`src/rtl/gfm_seq_ctrl.sv`:
```
// Sequencer for an N x N GF(2) outer-product MAC array: clear, stream K operand pairs, drain N rows.
// Optional abort input is enabled by defining GFM_SEQ_ABORT_EN.
module gfm_seq_ctrl #(
    parameter int unsigned N = 32
) (
    input  logic               clk,
    input  logic               reset,
`ifdef GFM_SEQ_ABORT_EN
    input  logic               abort,
`endif
    input  logic               start,
    input  logic [$clog2(N):0] cfg_k,
    output logic               busy,
    output logic               done,
    input  logic               op_valid,
    output logic               op_ready,
    input  logic [N-1:0]       op_col,
    input  logic [N-1:0]       op_row,
    output logic               mac_clk_en,
    output logic               mac_reset,
    output logic               mac_write_valid,
    output logic               mac_read_valid,
    output logic [N-1:0]       mac_col_a,
    output logic [N-1:0]       mac_row_b,
    input  logic [N-1:0]       mac_load_down,
    output logic [N-1:0]       res_data,
    output logic               res_valid,
    input  logic               res_ready,
    output logic               res_last
);

    localparam int unsigned KW = $clog2(N) + 1;
    localparam int unsigned CW = (N > 1) ? $clog2(N) : 1;

    typedef enum logic [2:0] {
        IDLE  = 3'd0,
        CLEAR = 3'd1,
        ACCUM = 3'd2,
        DRAIN = 3'd3,
        FIN   = 3'd4
    } state_t;

    state_t          state;
    state_t          next_state;
    logic [KW-1:0]   op_cnt;
    logic [KW-1:0]   k_eff;
    logic [CW-1:0]   beat_cnt;
    logic            abort_hit;
    logic            blocked;
    logic            wr_fire;
    logic            rd_fire;
    logic            op_last;
    logic            beat_last;

`ifdef GFM_SEQ_ABORT_EN
    assign abort_hit = abort && (state != IDLE);
`else
    assign abort_hit = 1'b0;
`endif

    // Reset or abort suppresses every handshake so no transfer is half-accepted.
    assign blocked   = reset || abort_hit;
    assign op_last   = (op_cnt == KW'(k_eff - KW'(1)));
    assign beat_last = (beat_cnt == CW'(N - 1));

    always_ff @(posedge clk) begin
        if (reset) begin
            state <= IDLE;
        end else begin
            state <= next_state;
        end
    end

    always_comb begin
        next_state      = state;
        wr_fire         = 1'b0;
        rd_fire         = 1'b0;
        busy            = (state != IDLE);
        done            = (state == FIN);
        op_ready        = 1'b0;
        res_valid       = 1'b0;
        res_last        = 1'b0;
        res_data        = '0;
        case (state)
            IDLE: begin
                if (start) next_state = CLEAR;
            end
            CLEAR: begin
                next_state = ACCUM;
            end
            ACCUM: begin
                op_ready = !blocked;
                wr_fire  = op_ready && op_valid;
                if (wr_fire && op_last) next_state = DRAIN;
            end
            DRAIN: begin
                res_valid = !blocked;
                rd_fire   = res_valid && res_ready;
                res_last  = res_valid && beat_last;
                res_data  = res_valid ? mac_load_down : '0;
                if (rd_fire && beat_last) next_state = FIN;
            end
            FIN: begin
                next_state = IDLE;
            end
            default: begin
                next_state = IDLE;
            end
        endcase
        if (abort_hit) next_state = IDLE;
        mac_write_valid = wr_fire;
        mac_read_valid  = rd_fire;
        mac_col_a       = wr_fire ? op_col : '0;
        mac_row_b       = wr_fire ? op_row : '0;
        mac_reset       = reset || (state == CLEAR) || abort_hit;
        mac_clk_en      = mac_reset || wr_fire || rd_fire;
    end

    // Operand/beat counters and the K latched on an accepted start (0 selects N).
    always_ff @(posedge clk) begin
        if (reset) begin
            op_cnt   <= '0;
            beat_cnt <= '0;
            k_eff    <= KW'(N);
        end else if (abort_hit) begin
            op_cnt   <= '0;
            beat_cnt <= '0;
        end else begin
            if (state == IDLE && start) begin
                k_eff    <= (cfg_k == '0) ? KW'(N) : cfg_k;
                op_cnt   <= '0;
                beat_cnt <= '0;
            end
            if (wr_fire) op_cnt <= op_last ? '0 : KW'(op_cnt + 1'b1);
            if (rd_fire) beat_cnt <= beat_last ? '0 : CW'(beat_cnt + 1'b1);
        end
    end

endmodule

```
`config.mk`:
```
export PLATFORM = sky130hd
export DESIGN_NAME = gfm_seq_ctrl
export DESIGN_NICKNAME = d
export VERILOG_FILES = /design/src/rtl/gfm_seq_ctrl.sv
export SDC_FILE = /design/constraint.sdc
export NUM_CORES = 1
export LEC_CHECK = 0
export BUFFER_PORTS_ARGS = -buffer_cell sky130_fd_sc_hd__buf_2
export CAP_MARGIN = 20
export CORE_AREA = 2 2 82 84
export CTS_BUF_LIST = sky130_fd_sc_hd__clkbuf_2
export CTS_CLUSTER_SIZE = 24
export DETAILED_ROUTE_END_ITERATION = 10
export DIE_AREA = 0 0 84 86
export PLACE_DENSITY = 0.76
export SYNTH_ARGS = -nofsm -noshare
export SYNTH_HDL_FRONTEND = slang
export SYNTH_SLANG_ARGS = --single-unit
```
`constraint.sdc`:
```
create_clock -name clk -period 5.7 [get_ports clk]
set_input_delay 1.14 -clock clk [delete_from_list [all_inputs] [get_ports clk]]
set_output_delay 1.14 -clock clk [all_outputs]
set_load 0.005 [all_outputs]
```
* Word level (Yosys, flattened, before mapping) *
Cells that the tools add are included.

storage, ports and cells
  input bits = 107
  word-level logic and storage cells = 52
  output and inout port bits = 105
  bits in registers = 20

operators by class
  mux-type cells = 20
  reductions and logical operators = 16
  add/subtract/negate cells = 3
  equal/unequal tests = 9

operators by type and width
  operator                                                               number
  32-bit 2-to-1 mux                                                      4
  6-bit 2-to-1 mux                                                       4
  5-bit 2-to-1 mux                                                       3
  3-bit one-hot mux with 4 select lines                                  1
  3-bit 2-to-1 mux                                                       3
  6-bit by 1-bit adder with 6-bit output, second input constant          1
  3-bit by 2-bit equality test with 1-bit output, second input constant  2
  6-bit equality test                                                    1
  1-bit logical AND                                                      6
  6-bit logical NOT                                                      1
  2-bit inequality test, second input constant                           3
  6-bit by 1-bit subtractor with 6-bit output, second input constant     1
  5-bit by 1-bit adder with 5-bit output, second input constant          1
  5-bit equality test, second input constant                             1
  1-bit 2-to-1 mux                                                       5
  2-bit nonzero test                                                     2
  3-bit by 1-bit equality test with 1-bit output, second input constant  1
  3-bit equality test, second input constant                             1
  3-bit logical NOT                                                      1
  1-bit logical OR                                                       3
  3-bit AND reduction                                                    1
  3-bit nonzero test                                                     1
  1-bit logical NOT                                                      1

* Depth between registers and ports, before layout *
  depth after elaboration = 5
  mapped depth = 8

* Worst setup path before layout *
OpenSTA, ideal clock, no wires.

  path kind = in2out
  from = input reset
  to = output mac_clk_en
  arrival = 2333 ps
  required time = 4560 ps
  slack = 2227 ps
  cell stages on the path = 6
  path through = buf_2 and4bb_2 clkbuf_2 and2_1 clkbuf_1 or3_1

on the way
  elaborated cells between the ends (all ways) = 8

RTL lines
  element             RTL line  text
  start, declared     7         input logic reset,
  1-bit logical NOT   97        res_valid = !blocked;
  1-bit logical AND   98        rd_fire = res_valid && res_ready;
  1-bit 2-to-1 mux    84        case (state)
  via mac_read_valid  22        output logic mac_read_valid,
  1-bit logical OR    116       mac_clk_en = mac_reset || wr_fire || rd_fire;
  end, declared       19        output logic mac_clk_en,

The timed path passes the listed nets, and every way through them passes these cells.

* Worst setup path in the final report *
  from = input reset
  to = output mac_col_a[0]

on the way
  longest elaborated chain between the ends = 4

RTL lines
  element            RTL line  text
  1-bit logical NOT  92        op_ready = !blocked;
  1-bit logical AND  93        wr_fire = op_ready && op_valid;
  1-bit 2-to-1 mux   84
  32-bit 2-to-1 mux  113       mac_col_a = wr_fire ? op_col : '0;
  end, declared      23        output logic [N-1:0] mac_col_a,

No other way between the ends.

==> metrics.cfg <==
[run_status]
outcome=finished clean

[logic_synthesis]
syn_nets=356
netlist_instances=245
synth_top_area_cell=and3_1
synth-main-ff-cell=dfxtp_1
ys_types=41
avgSynthCellArea_um2=7.425
ys_top_cells_by_area=and3_1 (23%), dfxtp_1 (22%), and2_1 (12%), clkbuf_1 (3.9%), mux2i_1 (3.9%)
synth_common_cells=and3_1 (66), and2_1 (35), dfxtp_1 (20)
yosysWarnings=0
ys_ff_latch=20
synth_edf_count=0
yosysTopAreaCellShare_pct=22.70
synthArstFlopShare_pct=0
yosysSeqAreaShare_pct=22.01
synth.most_common_cell=and3_1
netlist_area_um2=1819

[setup_path]
crit_path_max_incr_delay_ns=0.54
crit_chain=buf_2 > nor4b_2 > buf_4 > and3_1 > buf_2
rr_worst_depth=4
path_common_cell=buf_2
crit_type=in2out
startpoint=reset
r2r-start=state[0]
crit_required_ns=4.56
crit_arrival_ns=2.75
slowest_stage=nor4b_2
ff2ff_setup_slack_ns=3.57
end_kind=output pin
crit_path_start_kind=input pin
cp_max_fo=59

[power_and_ir_drop]
power_mw=0.3759
ir_drop_uv=132.1
p_leak_nw=1.969
powerDensity_nw_per_um2=128.1

[cells_and_area]
nFillCells=654
fin_nets=549
area_growth_pct=61.28
drive_gt1_share_pct=51.72
final-instance-count-excl-fill=514
num_antenna_cells=0

[detailed_routing]
drt_first_pass_iters=4
drc=0
wl_per_cell_um=14.32
routed_via_density=4.817
first_iter_violations=106
dr_total_vias=2476
ant_nets=0
routed_wl_um=7361

[place]
portBuffers=211
placedCellCount=510
dp_hpwl_um=5993
dp_slack_ns=1.852
routabilityCongestion=0.8320

[clock_tree]
cts_made_buffers=3
clkSinkCount=20
htreeDepth=1
cts_tree=yes
post_cts_resized=0
clk_pin_slew_ns=0.21
clock-root-buffer=clkbuf_2
post-cts-setup-buffers=0
clkLatencyLatePin_ns=0.33
cts-hold-fix-buffers=0
ctsLongestPathBuffers=2

[floorplanning]
coreArea_um2=6277
die_x_um=84
die_area_um2=7224
io_pins=212
start_util_pct=28.98
num_rows=29
die_y_um=86

[timing]
fin_ws_ns=1.808
period_minus_slack_ns=3.892
fin_tns_setup_ns=0
fmax_ghz=0.2570
slew_headroom_pct=45.67
finClkSkew_ns=0.02643
hold_viol_final=0
slew_violations=0
tightest_slew_ns=0.8149
setup_violations=0
timing.final.crit_share_pct=68.28
grt_setup_unrepaired=no

[hold_path]
worstHoldPathType=reg2reg
hold_depth=2
hp-start=beat_cnt[3]

[grt]
antenna_found_initial=0
use_met2_pct=31.56
grt.busiest_layer=met2
grt_usage_pct=18.57
grtUsageMet3_pct=3.657
grt_pass1_vias=2260
grt_max_degree=68
grt_pass1_wl_um=11210
use_met1_pct=24.61
overflow=0

[flow_run]
cap_viol_max_count=0

[report_power, final]
group / internal (mW) / switching (mW) / leakage (nW) / total [mW]
combinational: 0.0609 / 0.0557 / 1.78 / 0.117
sequential: 0.146 / 0.00850 / 0.163 / 0.154
clock: 0.0606 / 0.0447 / 0.0266 / 0.105
total: 0.267 / 0.109 / 1.97 / 0.376
[worst max-delay path: cells and delay by family]
| kind | cells | cell delay (ns) |
|---|---|---|
| simple gates | 2 | 0.77 |
| buf+inv | 3 | 0.81 |
[state kept, by name, summed over array words and instances, names as in the netlist]
signal,flops
op_cnt,6
k_eff,6
beat_cnt,5
state,3
[per-layer routing]
metal / part of all wire [%] / up-vias
li1: - / 1245
met1: 41 / 1098
met2: 49 / 125
met3: 8.1 / 8
met4: 1.5 / 0
met5: 0 / -
[placed cells by master (no fill, tap or decap), drive strengths merged, types with 5 or more instances in the layout]
cell,n
dfxtp,20
buf,212
and2,35
nand3,7
a21oi,9
inv,5
and3,66
nor2,17
mux2i,7
[path summary, 6_finish.rpt]
check                       to
setup / recovery  mac_col_a[0]
hold / removal     beat_cnt[3]
setup reg to reg   beat_cnt[2]
hold reg to reg    beat_cnt[3]
[kinds of logic after synthesis]
family,Yosys count,synth area share (%)
XOR/XNOR,7,3.370
adder cells (fa/ha/maj),4,2.751
AND/OR/NAND/NOR,150,49.31
buffers and inverters,29,6.327
AO/OA/AOI/OAI,28,12.38
multiplexers,7,3.852
flip-flops,20,22.01
[layout make-up]
class                      count  area [um^2]  share of cell area, %
clock buffer                   3        15.01                 0.5117
clock inverter                 1        30.03                  1.023
tap                           77        96.34                  3.284
sequential                    20        400.4                  13.65
timing repair buffer         212         1064                  36.25
inverter                       5        18.77                 0.6397
multi-input combinational    196         1310                  44.65
[per-stage QoR]
| stage | utilization, % | hold WS, ns | area (um^2) |
|---|---|---|---|
| after CTS | 46.74 | 0.5080 | 2934 |
| after floorplan | - | 0.4539 | 1819 |
| after detailed placement | 46.02 | 0.4841 | 2889 |
| final | 46.74 | 0.5031 | 2934 |
| after global routing | 46.74 | 0.5430 | 2934 |
| after global placement | 46.02 | 0.4665 | 2889 |
Note: power is estimated with default switching activity, not from simulation.
